--- config.mk ---
export PLATFORM = sky130hd
export DESIGN_NAME = alu_cmd_sequencer
export DESIGN_NICKNAME = d
export VERILOG_FILES = /design/src/rtl/alu_cmd_sequencer.sv
export SDC_FILE = /design/constraint.sdc
export NUM_CORES = 1
export LEC_CHECK = 0
export BUFFER_PORTS_ARGS = -buffer_cell sky130_fd_sc_hd__buf_2
export CORE_AREA = 2 2 169 171
export CTS_BUF_LIST = sky130_fd_sc_hd__clkbuf_4 sky130_fd_sc_hd__clkbuf_8
export DETAILED_ROUTE_END_ITERATION = 10
export DIE_AREA = 0 0 171 173
export PLACE_DENSITY = 0.83
export SETUP_SLACK_MARGIN = 0.02
export SYNTH_ARGS = -nofsm -noshare
export SYNTH_HDL_FRONTEND = slang
export SYNTH_SLANG_ARGS = --single-unit
--- constraint.sdc ---
create_clock -name clk -period 8.5 [get_ports clk]
set_input_delay 1.275 -clock clk [delete_from_list [all_inputs] [get_ports clk]]
set_output_delay 1.275 -clock clk [all_outputs]
set_load 0.03 [all_outputs]
--- src/rtl/alu_cmd_sequencer.sv ---
// Replays a host-loaded program of byte-ALU commands at one per cycle and
// captures flagged ALU results into a result buffer for host readback.
module alu_cmd_sequencer #(
  parameter int         DEPTH       = 16,
  parameter int         ALU_LATENCY = 1,
  parameter logic [3:0] NOP_OPCODE  = 4'h0
) (
  input  logic                     clk,
  input  logic                     rst_n,
  input  logic                     load_valid,
  input  logic [6:0]               load_ctrl,
  input  logic [7:0]               load_data,
  output logic                     load_ready,
  input  logic                     clear,
  input  logic                     start,
  output logic                     busy,
  output logic                     done,
  output logic [3:0]               alu_opcode,
  output logic                     alu_accum_source,
  output logic                     alu_value_source,
  output logic [7:0]               alu_data,
  input  logic [7:0]               alu_result,
  output logic [$clog2(DEPTH):0]   prog_count,
  output logic [$clog2(DEPTH):0]   res_count,
  input  logic [$clog2(DEPTH)-1:0] rd_addr,
  output logic [7:0]               rd_data
);
  localparam int AW = $clog2(DEPTH);
  localparam int CW = AW + 1;

  typedef enum logic [1:0] {IDLE, RUN, DRAIN, DONE} state_t;

  state_t        state_q, state_d;
  logic [CW-1:0] prog_count_q, prog_count_d;
  logic [CW-1:0] res_count_q, res_count_d;
  logic [CW-1:0] pc_q, pc_d;
  logic [1:0]    drain_q, drain_d;
  logic [3:0]    opcode_q, opcode_d;
  logic          accum_q, accum_d;
  logic          value_q, value_d;
  logic [7:0]    data_q, data_d;
  logic          cap_q [ALU_LATENCY+1];
  logic          cap_d;
  logic [7:0]    rd_data_q;

  // Entry layout: [14]=capture, [13]=accum_source, [12]=value_source, [11:8]=opcode, [7:0]=operand
  logic [14:0]   prog_mem [DEPTH];
  logic [7:0]    res_mem  [DEPTH];

  logic          load_fire;
  logic          capture_fire;
  logic          issue;
  logic [14:0]   issue_entry;

  assign load_ready = (state_q == IDLE) && (prog_count_q < CW'(DEPTH));

  always_comb begin
    state_d      = state_q;
    prog_count_d = prog_count_q;
    res_count_d  = res_count_q;
    pc_d         = pc_q;
    drain_d      = drain_q;
    load_fire    = 1'b0;
    issue        = 1'b0;
    issue_entry  = '0;
    capture_fire = cap_q[ALU_LATENCY] && (res_count_q < CW'(DEPTH));

    if (capture_fire) res_count_d = res_count_q + CW'(1);

    case (state_q)
      IDLE: begin
        if (clear) begin
          prog_count_d = '0;
          res_count_d  = '0;
        end else begin
          load_fire = load_valid && load_ready;
          if (load_fire) prog_count_d = prog_count_q + CW'(1);
          if (start) begin
            res_count_d = '0;
            if (prog_count_d != '0) begin
              // Entry 0 may be the one being written this same cycle
              issue       = 1'b1;
              issue_entry = (prog_count_q == '0) ? {load_ctrl, load_data} : prog_mem[0];
              pc_d        = CW'(1);
              state_d     = RUN;
            end else begin
              state_d = DONE;
            end
          end
        end
      end
      RUN: begin
        if (pc_q == prog_count_q) begin
          drain_d = '0;
          state_d = DRAIN;
        end else begin
          issue       = 1'b1;
          issue_entry = prog_mem[pc_q[AW-1:0]];
          pc_d        = pc_q + CW'(1);
        end
      end
      DRAIN: begin
        if (drain_q == 2'(ALU_LATENCY - 1)) state_d = DONE;
        else                                drain_d = drain_q + 2'd1;
      end
      DONE:    state_d = IDLE;
      default: state_d = IDLE;
    endcase

    opcode_d = issue ? issue_entry[11:8] : NOP_OPCODE;
    accum_d  = issue && issue_entry[13];
    value_d  = issue && issue_entry[12];
    data_d   = issue ? issue_entry[7:0] : 8'h00;
    cap_d    = issue && issue_entry[14];
  end

  always_ff @(posedge clk or negedge rst_n) begin
    if (!rst_n) begin
      state_q      <= IDLE;
      prog_count_q <= '0;
      res_count_q  <= '0;
      pc_q         <= '0;
      drain_q      <= '0;
      opcode_q     <= NOP_OPCODE;
      accum_q      <= 1'b0;
      value_q      <= 1'b0;
      data_q       <= 8'h00;
      cap_q[0]     <= 1'b0;
      rd_data_q    <= 8'h00;
    end else begin
      state_q      <= state_d;
      prog_count_q <= prog_count_d;
      res_count_q  <= res_count_d;
      pc_q         <= pc_d;
      drain_q      <= drain_d;
      opcode_q     <= opcode_d;
      accum_q      <= accum_d;
      value_q      <= value_d;
      data_q       <= data_d;
      cap_q[0]     <= cap_d;
      rd_data_q    <= res_mem[rd_addr];
    end
  end

  // Stage N of the capture pipe lines up with the result of the command issued N cycles earlier
  genvar gi;
  generate
    for (gi = 1; gi <= ALU_LATENCY; gi++) begin : g_cap
      always_ff @(posedge clk or negedge rst_n) begin
        if (!rst_n) cap_q[gi] <= 1'b0;
        else        cap_q[gi] <= cap_q[gi-1];
      end
    end
  endgenerate

  always_ff @(posedge clk) begin
    if (load_fire)    prog_mem[prog_count_q[AW-1:0]] <= {load_ctrl, load_data};
    if (capture_fire) res_mem[res_count_q[AW-1:0]]   <= alu_result;
  end

  assign busy             = (state_q == RUN) || (state_q == DRAIN);
  assign done             = (state_q == DONE);
  assign alu_opcode       = opcode_q;
  assign alu_accum_source = accum_q;
  assign alu_value_source = value_q;
  assign alu_data         = data_q;
  assign prog_count       = prog_count_q;
  assign res_count        = res_count_q;
  assign rd_data          = rd_data_q;
endmodule

======== Yosys cells after proc, flatten, opt, wreduce, memory -nomap -nowiden ========
Memory sizes are Yosys's and may differ from the RTL's. A register that Yosys moved wholly into a read port is not among the register bits.
Cells that the tools add are included.
storage, ports and cells
  flip-flop bits (word level) ............. 35
  RAM bits ................................ 368
  bits of input ports ..................... 32
  output and inout port bits .............. 35
  word-level logic and storage cells ...... 88
  memories kept ........................... 2
memory list
  name      depth  bits a word  read ports  clocked after memory_dff  wr ports  line  source
  prog_mem  16     15           2           0                         1         47    logic [14:0] prog_mem [DEPTH];
  res_mem   16     8            1           1                         1         48    logic [7:0] res_mem [DEPTH];
operators by class
  add/subtract/negate cells ............... 4
  order comparisons ....................... 2
  eq/ne operators ......................... 11
  muxes and demuxes ....................... 41
  reductions and logical operators ........ 17
operators with widths
  kind                                                            number
  15-bit 2-to-1 mux                                               5
  5-bit 2-to-1 mux                                                12
  15-bit case mux with 2 select lines                             1
  5-bit by 1-bit adder with 5-bit output (second input constant)  3
  2-bit 2-to-1 mux                                                7
  2-bit inequality test (second input constant)                   6
  5-bit less-than comparator (second input constant)              2
  1-bit 2-to-1 mux                                                10
  5-bit case mux with 2 select lines                              1
  8-bit 2-to-1 mux                                                1
  2-bit case mux with 4 select lines                              1
  1-bit logical AND                                               6
  5-bit == test                                                   1
  5-bit logical NOT                                               1
  5-bit AND reduction                                             1
  5-bit nonzero test                                              1
  2-bit == test (second input constant)                           2
  2-bit logical NOT                                               2
  4-bit 2-to-1 mux                                                1
  2-bit case mux with 2 select lines                              1
  4-bit AND reduction                                             1
  2-bit nonzero test                                              2
  3-bit AND reduction                                             1
  2-bit by 1-bit adder with 2-bit output (second input constant)  1
  other kinds (5)                                                 5

======== Logic depth before layout (Yosys ltp) ========
Gate-level depths: netlist of run 1.
  word-level depth ........................ 12
  depth in mapped cells ................... 9
  depth with buffers taken out ............ 7

======== Least setup slack after synthesis of run 1 ========
Ideal clock, no wire load.
  path kind ............................... input to register
  from .................................... in clear
  to ...................................... mem prog_mem[3][0], enable pin
  setup time .............................. 0.406 ns
  data arrival time ....................... 2.858 ns
  data required time ...................... 8.094 ns
  slack ................................... 5.236 ns
  cell stages on the path ................. 4
  buffers on the path ..................... 1
  cell sequence ........................... buf_2 -> nor2_1 -> nand2_1 -> nor3_1
between the ends
  longest elaborated chain between the ends .. 4
ends and longest elaborated chain
  item                                    line  source
  start: declaration                      14    input logic clear,
  1-bit 2-to-1 mux                        72    if (clear) begin
  1-bit 2-to-1 mux                        70    case (state_q)
  1-bit 2-to-1 mux                        157   if (load_fire) prog_mem[prog_count_q[AW-1:0]] <= {load_ctrl, load_data};
  1-bit 2-to-1 mux (not written as such)  157
  end: declaration                        47
Every way passes these cells.

======== Worst setup path after layout of run 1 ========
  from .................................... reg state_q[1]
  to ...................................... out load_ready
between the ends
  longest elaborated chain between the ends .. 2
ends and longest elaborated chain
  item                      line  source
  start: declaration        33    state_t state_q, state_d;
  start signal: assignment  131   state_q <= state_d;
  2-bit logical NOT         55    assign load_ready = (state_q == IDLE) && (prog_count_q < CW'(DEPTH));
  1-bit logical AND         55
  end: declaration          13    output logic load_ready,
Every way passes these cells.

==> results.py, run 1 <==
metrics = {
    "outcome": {
        "status": "finished, final reports clean",
    },
    "final_layout": {
        "register_area_mm2": 0.0121,
        "final_cell_mix": "edfxtp_1, mux4_2, clkbuf_8",
        "area_delta_synth_final_pct": 12.9,
        "nets": 977,
        "multiInputGateArea_mm2": 0.00405,
        "final_common_cell": "edfxtp_1",
        "drive_gt1_frac": 0.334,
        "utilization": 0.672,
        "nFillCells": 1725,
    },
    "pwr": {
        "combPwrFrac": 0.238,
        "power_uw": 5370,
        "p_int_uw": 3790,
        "ir_drop_mv": 0.195,
        "leakagePower_uw": 0.00640,
        "p_switching_uw": 1580,
        "swShare": 0.294,
        "p_clk_frac": 0.319,
        "seq_power_share": 0.442,
        "p_per_area_mw_per_mm2": 289,
    },
    "clocking": {
        "clockRootBuffer": "clkbuf_8",
        "ctsHoldBuffers": 0,
        "cts_buffers": 66,
        "clk_pin_slew_ns": 0.06,
        "clock_sinks": 411,
        "cts_tree": "built",
        "cts-resized-gates": 0,
        "h-tree-depth": 3,
        "post_cts_buffers": 0,
        "clk_latency_ns": 0.60,
        "cts_buffer_depth": 3,
    },
    "hold_path": {
        "hold_path_class": "reg2reg",
    },
    "routing": {
        "route.detailed.drc": 0,
        "ant_nets": 0,
        "routed_via_density": 6.32,
        "wl_mm": 35.1,
        "dr.pass1.iters": 5,
        "drt-initial-drc-count": 1196,
        "wire_per_inst_um": 25.8,
        "via_count": 8601,
    },
    "setup_path": {
        "path_buf_inv": 3,
        "crit_chain": "inv_1 -> ha_1 -> inv_1 -> nor2_1 -> buf_2",
        "r2r_setup_slack_ns": 5.36,
        "crit_family": "buffers and inverters",
        "worstSetupEndpointType": "output port",
        "cp_data_required_time_ns": 7.22,
        "worstPathArrival_ns": 2.30,
        "cp_max_fo": 14,
        "crit_type": "reg2out",
        "crit_path_frequent_cell": "inv_1",
        "slowest_stage": "ha_1",
        "cpPeakStageDelay_ns": 0.53,
        "startpoint_type": "register",
    },
    "yosys": {
        "synth_top_area_share": 0.672,
        "yosysWarnings": 0,
        "syn_area_per_cell_um2": 20.1,
        "synthTopCellsByArea": "edfxtp_1, mux4_2, dfrtp_1",
        "synthCells": 818,
        "synth_top_cell_by_area": "edfxtp_1",
        "netlist_area_mm2": 0.0165,
        "synth_seq_cells": 411,
        "seq_area_frac_synth": 0.737,
        "synth_fp_nets": 865,
        "synth.distinct_cells": 53,
    },
    "sta": {
        "rsz0062_at_grt": "false",
        "fin_crit_ns": 3.57,
        "timing.final.crit_share": 0.420,
        "finalSetupTns_ns": 0,
        "max_freq_ghz": 0.280,
        "slew_violations": 0,
        "slew_headroom": 0.168,
        "finClkSkew_ns": 0.0316,
        "setup_viol": 0,
        "setup_ws_ns": 4.93,
        "worstMarginPinSlew_ns": 1.24,
        "hold_violations": 0,
    },
    "grt": {
        "grt_usage": 0.244,
        "grt_max_degree": 52,
        "grt_pass1_vias": 8561,
        "grt_first_pass_wirelength_mm": 52.6,
        "grt_overflow_total": 0,
        "antenna_found_initial": 2,
    },
    "place": {
        "dp_hpwl_mm": 20.2,
        "dpl_worst_slack_ns": 5.08,
        "place.gp.congestion": 0.836,
        "port_buffers": 66,
    },
    "floorplanning": {
        "dieArea_mm2": 0.0296,
        "die_w_um": 171,
        "core_mm2": 0.0276,
        "die_h_um": 173,
        "start_util": 0.595,
        "io_pins": 67,
        "placementRows": 61,
    },
    "flow_run": {
        "cap_violations": 0,
    },
}
[worst paths after layout]
| path | startpoint | endpoint | depth (start not counted) |
|---|---|---|---|
| min in group asynchronous | rst_n | rd_data[3] | 2 |
| worst max register to register | state_q[1] | prog_mem[12][9] | 7 |
| worst min register to register | cap_q[1] | cap_q[0] | 0 |
| worst max-delay path | state_q[1] | load_ready | 5 |
| worst min-delay path | cap_q[1] | cap_q[0] | 0 |
| max in group asynchronous | rst_n | pc_q[0] | 2 |
[sequential cells by signal, indices dropped and copies added, names as in the netlist]
signal            count
drain_q               2
res_count             5
res_mem             128
alu_value_source      1
alu_accum_source      1
prog_count            5
rd_data               8
alu_opcode            4
pc_q                  5
prog_mem            240
state_q               2
cap_q                 2
alu_data              8
[per-layer routing]
metal / up-vias / global-route usage / wire length [µm]
li1: 3577 / - / -
met1: 4399 / 0.357 / 14000
met2: 544 / 0.360 / 16500
met3: 79 / 0.0758 / 3710
met4: 2 / 0.0763 / 841
met5: - / 0 / 13
[power by group through the flow]
stage          Sequential, µW  Clock (µW)  Combinational, µW
2_1_floorplan            2420           0                960
4_1_cts                  2370        1740               1280
6_report                 2370        1710               1280
3_5_place_dp             2410           0               1270
5_1_grt                  2380        1820               1370
3_3_place_gp             2410           0               1250
[cell usage after synthesis, drive strengths merged]
cell type  instances
buf               35
ha                15
a21oi              5
o2bb2ai            1
a2111oi            2
o21bai             1
o221ai             1
and3               3
o21ai             22
mux4             100
nor3               8
nor2              40
mux2i             35
nand3b             2
inv               12
o22ai             15
nand2             30
mux2              16
a2bb2oi            1
a22o               2
or4                1
a31oi              2
nor3b              2
and2               2
o211ai             2
and4               4
a221o              1
edfxtp           368
nand2b             6
dfrtp             43
a311o              1
o2111ai            1
a21o               1
nor2b              3
nand4              1
nor4               2
nand4b             1
nand3              6
clkbuf            11
a211o              2
xor2               2
nor4b              2
xnor2              6
a41oi              1
a221oi             1
[layout make-up]
| type | count | share of cell area |
|---|---|---|
| multi-input combinational | 349 | 0.218 |
| inverter | 12 | 0.00242 |
| tap | 378 | 0.0255 |
| clock buffer | 93 | 0.0618 |
| clock inverter | 27 | 0.0113 |
| sequential | 411 | 0.653 |
| antenna | 1 | 0.000135 |
| timing repair buffer | 90 | 0.0275 |
[through the flow]
step | area [µm²] | std cells | hold slack (ns)
6_report | 18600 | 1361 | 0.358
3_3_place_gp | 17200 | 1240 | 0.340
4_1_cts | 18600 | 1360 | 0.371
5_1_grt | 18600 | 1360 | 0.374
3_5_place_dp | 17200 | 1240 | 0.352
2_1_floorplan | 16500 | 818 | 0.331
[kinds of logic (layout without fill, tap and decap cells)]
logic type      count (synthesis)  count (layout)  synth area share
other cells                     0               1                 0
mux                           151             151             0.169
fa+ha+maj                      15              15            0.0114
simple gates                  113             113            0.0344
xor+xnor                        8               8           0.00426
flops                         411             411             0.737
compound gates                 62              62            0.0249
buf+inv                        58             222            0.0188
No activity file was read; power rests on OpenSTA's default activity.
==> run 2, diff against run 1 <==
Clock period 8.5 ns to 3.6 ns, I/O delays scaled along.
==> results.py, run 2 (synthesized netlist as in run 1, its figures left out) <==
metrics = {
    "clocking": {
        "clockRootBuffer": "clkbuf_8",
        "ctsHoldBuffers": 0,
        "h-tree-depth": 2,
        "cts-resized-gates": 0,
        "post_cts_buffers": 0,
        "clk_latency_ns": 0.62,
        "cts_buffer_depth": 3,
        "clock_sinks": 411,
        "clk_pin_slew_ns": 0.06,
        "cts_buffers": 60,
        "cts_tree": "built",
    },
    "sta": {
        "fin_crit_ns": 2.82,
        "slew_violations": 0,
        "setup_viol": 0,
        "slew_headroom": 0.358,
        "finalSetupTns_ns": 0,
        "rsz0062_at_grt": "false",
        "finClkSkew_ns": 0.0373,
        "worstMarginPinSlew_ns": 0.960,
        "hold_violations": 0,
        "max_freq_ghz": 0.355,
        "timing.final.crit_share": 0.783,
    },
    "floorplanning": {
        "dieArea_mm2": 0.0296,
        "start_util": 0.595,
        "die_h_um": 173,
        "io_pins": 67,
        "placementRows": 61,
        "core_mm2": 0.0276,
        "die_w_um": 171,
    },
    "routing": {
        "wl_mm": 32.7,
        "drt-initial-drc-count": 946,
        "wire_per_inst_um": 24.0,
        "ant_nets": 0,
        "dr.pass1.iters": 7,
        "via_count": 8402,
        "routed_via_density": 6.17,
        "route.detailed.drc": 0,
    },
    "flow_run": {
        "cap_violations": 0,
    },
    "place": {
        "place.gp.congestion": 0.802,
        "place_inst": 1250,
        "placed_cell_area_mm2": 0.0173,
        "port_buffers": 66,
        "dp_hpwl_mm": 20.3,
    },
    "setup_path": {
        "crit_chain": "inv_1 -> ha_1 -> inv_1 -> nor2_1 -> buf_2",
        "worstSetupEndpointType": "output port",
        "ff2ff_path_depth": 8,
        "crit_path_frequent_cell": "inv_1",
        "worstPathArrival_ns": 2.28,
        "startpoint_type": "register",
        "cp_data_required_time_ns": 3.06,
        "cpPeakStageDelay_ns": 0.52,
        "cp_max_fo": 14,
        "crit_type": "reg2out",
        "slowest_stage": "ha_1",
    },
    "pwr": {
        "leakagePower_uw": 0.00638,
        "power_uw": 12300,
        "p_per_area_mw_per_mm2": 663,
        "ir_drop_mv": 0.442,
    },
    "grt": {
        "grt_pass1_vias": 8543,
        "grt_usage": 0.228,
        "grt_first_pass_wirelength_mm": 50.2,
        "antenna_found_initial": 0,
        "grt_overflow_total": 0,
        "grt_max_degree": 40,
    },
    "final_layout": {
        "area_delta_synth_final_pct": 12.3,
        "insertedDiodeCount": 0,
        "final_cell_mix": "edfxtp_1, mux4_2, buf_2",
        "final_cells": 1362,
        "finalInstanceArea_mm2": 0.0185,
        "drive_gt1_frac": 0.333,
        "final_common_cell": "edfxtp_1",
        "nets": 981,
        "largest_reg_flops": 240,
        "utilization": 0.669,
    },
    "outcome": {
        "status": "finished, final reports clean",
    },
    "hold_path": {
        "hold_path_class": "in2async",
    },
}
-- run 2: changes by cell type in the layout (fill, tap and decap cells not counted), moves of 2 or more --
cell / change
buf_4: +10
clkbuf_8: -10
clkinv_2: +6
clkbuf_4: +2
inv_6: -2
nor3b_1: +2
nor3b_2: -2
-- run 2: stage by stage --
step	hold WS (ns)	worst slack, ns
after detailed placement	0.404	0.960
after floorplan	0.244	0.904
after global routing	0.128	0.620
final	0.0807	0.779
after CTS	0.0957	0.765
after global placement	0.394	1.02
-- run 2: where the power goes --
group	switching, µW	internal, µW	total [µW]
clock	1680	1920	3610
combinational	1570	1360	2920
sequential	336	5390	5720
total	3590	8670	12300
-- run 2: final cells by class --
class / count / area, µm²
Fill cell: 1746 / 9160
Multi-Input combinational cell: 349 / 4040
Clock buffer: 85 / 1030
Timing Repair Buffer: 100 / 586
Inverter: 12 / 45.0
Sequential cell: 411 / 12100
Tap cell: 378 / 473
Clock inverter: 27 / 170
-- run 2: final timing paths --
path	slack, ns	start	to
worst max-delay path	0.78	state_q[0]	load_ready
worst min-delay path	0.08	rst_n	rd_data[4]
worst max register to register	0.96	state_q[0]	pc_q[2]
worst min register to register	0.44	cap_q[1]	cap_q[0]
max in group asynchronous	2.78	rst_n	alu_data[1]
min in group clk	0.25	clear	prog_count[4]
-- run 2: metal layers --
metal / GRT usage / share of wire / up-vias
met5: 0 / 0 / -
met4: 0.0516 / 0.013 / 0
met3: 0.0421 / 0.078 / 38
met2: 0.364 / 0.50 / 420
met1: 0.333 / 0.41 / 4374
li1: - / - / 3570
-- run 2: worst max-delay path, delay by kind of cell (launching register included) --
kind / cells / cell delay, ns
buffers and inverters: 3 / 0.63
DFF: 1 / 0.41
and+or+nand+nor: 1 / 0.14
adders and majority gates: 1 / 0.52
==> run 3, diff against run 2 <==
Settings changed: CORE_AREA 2 2 169 171 to 2 2 172 174, DIE_AREA 0 0 171 173 to 0 0 174 176, PLACE_DENSITY 0.83 to 0.84.
Clock period 3.6 ns to 2.4 ns, I/O delays scaled along.
==> results.py, run 3 (synthesized netlist as in run 1, its figures left out) <==
metrics = {
    "outcome": {
        "status": "finished, final reports clean",
    },
    "routing": {
        "wl_mm": 34.1,
        "via_count": 8442,
        "drt-initial-drc-count": 1000,
        "route.detailed.drc": 0,
        "ant_nets": 0,
        "dr.pass1.iters": 5,
        "routed_via_density": 6.07,
        "wire_per_inst_um": 24.6,
    },
    "pwr": {
        "p_per_area_mw_per_mm2": 991,
        "p_switching_uw": 5460,
        "p_clk_frac": 0.295,
        "ir_drop_mv": 0.651,
        "seq_power_share": 0.444,
        "p_int_uw": 13300,
        "leakagePower_uw": 0.00657,
        "swShare": 0.291,
        "combPwrFrac": 0.261,
    },
    "floorplanning": {
        "start_util": 0.576,
        "dieArea_mm2": 0.0306,
        "placementRows": 62,
        "die_w_um": 174,
        "core_mm2": 0.0285,
        "io_pins": 67,
        "die_h_um": 176,
    },
    "place": {
        "place.gp.congestion": 0.826,
        "placed_cell_area_mm2": 0.0177,
        "port_buffers": 66,
        "dp_hpwl_mm": 21.7,
        "place_inst": 1278,
    },
    "sta": {
        "slew_headroom": 0.318,
        "setup_viol": 0,
        "worstMarginPinSlew_ns": 1.02,
        "fin_crit_ns": 2.27,
        "slew_violations": 0,
        "timing.final.crit_share": 0.945,
        "hold_violations": 0,
        "rsz0062_at_grt": "false",
        "max_freq_ghz": 0.441,
        "finClkSkew_ns": 0.0476,
        "finalSetupTns_ns": 0,
    },
    "clocking": {
        "clockRootBuffer": "clkbuf_8",
        "cts_buffers": 61,
        "cts_buffer_depth": 3,
        "clock_sinks": 411,
        "h-tree-depth": 2,
        "post_cts_buffers": 0,
        "clk_pin_slew_ns": 0.06,
        "clk_latency_ns": 0.62,
        "cts_tree": "built",
    },
    "setup_path": {
        "worstSetupEndpoint": "load_ready",
        "worstSetupEndpointType": "output port",
        "crit_start": "state_q[0]",
        "worstPathArrival_ns": 1.91,
        "r2r_end": "pc_q[3]",
        "rr_startpoint": "prog_count[0]",
        "cp_max_fo": 9,
        "crit_type": "reg2out",
        "r2r_setup_slack_ns": 0.16,
        "ff2ff_path_depth": 7,
        "cp_data_required_time_ns": 2.04,
        "startpoint_type": "register",
    },
    "final_layout": {
        "area_delta_synth_final_pct": 15.3,
        "nFillCells": 1811,
        "finalInstanceArea_mm2": 0.0190,
        "final_common_cell": "edfxtp_1",
        "insertedDiodeCount": 0,
        "drive_gt1_frac": 0.355,
        "largest_reg_flops": 240,
        "nets": 1005,
        "final_cells": 1390,
        "final_cell_mix": "edfxtp_1, mux4_2, buf_2",
    },
    "grt": {
        "grt_max_degree": 51,
        "antenna_found_initial": 0,
        "grt_pass1_vias": 8847,
        "grt_first_pass_wirelength_mm": 52.6,
        "grt_usage": 0.230,
        "grt_overflow_total": 0,
    },
    "flow_run": {
        "cap_violations": 0,
    },
    "hold_path": {
        "hold_path_class": "in2reg",
    },
}
[run 3: cell types whose count changed in the layout (fill, tap and decap cells not counted), sizes merged]
cell         previous run  this run
inv                    13        14
clkbuf                 85        92
buf                   100       122
dlygate4sd3             0         1
clkinv                 24        15
[run 3: repair_timing]
| action | 4_1_cts | 5_1_grt |
|---|---|---|
| endpoints found under the setup margin | 2 | 100 |
| hold endpoints to repair | 32 | 0 |
| gates resized for setup | 1 | 4 |
| hold buffers | 1 | 0 |
| pin swaps | 0 | 1 |
[run 3: how the worst min path moves through the flow]
stage	start	end	slack, ns	cells past startpoint
3_5_place_dp	cap_q[1]	cap_q[0]	0.35	0
6_report	clear	prog_count[4]	0.09	2
4_1_cts	clear	prog_count[4]	0.06	2
3_3_place_gp	cap_q[1]	cap_q[0]	0.34	0
2_1_floorplan	rst_n	alu_accum_source	0.06	0
5_1_grt	clear	prog_count[4]	0.08	2
[run 3: routing by layer]
| layer | global-route usage | share of wire | up-vias |
|---|---|---|---|
| met2 | 0.373 | 0.49 | 448 |
| met1 | 0.329 | 0.40 | 4332 |
| met4 | 0.0637 | 0.017 | 0 |
| met5 | 0 | 0 | - |
| li1 | - | - | 3616 |
| met3 | 0.0411 | 0.085 | 46 |
[run 3: area by class of cell]
class | instances | area [µm²] | share of cell area
sequential | 411 | 12100 | 0.639
multi-input combinational | 349 | 4070 | 0.214
clock buffer | 92 | 1090 | 0.0575
timing repair buffer | 123 | 1030 | 0.0541
tap | 384 | 480 | 0.0253
clock inverter | 19 | 130 | 0.00686
inverter | 12 | 45.0 | 0.00237
[run 3: stage by stage]
stage,power (µW),util,hold WS [ns],setup WS [ns]
finish,18800,0.665,0.0895,0.131
global route,19600,0.665,0.0822,0.00451
detailed placement,13300,0.621,0.346,0.0540
CTS,18900,0.664,0.0569,0.0472
global placement,13200,0.621,0.336,0.189
floorplan,12000,-,0.0644,0.0852
[run 3: power groups by stage]
stage	Sequential, µW	Combinational [µW]	Clock [µW]
6_report	8340	4910	5540
5_1_grt	8370	5260	5930
4_1_cts	8350	4890	5640
3_5_place_dp	8490	4850	0
3_3_place_gp	8470	4770	0
2_1_floorplan	8550	3400	0
[run 3: worst max-delay path, cell delays in order, from the launching register on]
cell     delay, ns
dfrtp_1       0.41
inv_1         0.17
ha_4          0.23
inv_1         0.07
buf_4         0.16
nor2_1        0.08
buf_2         0.20
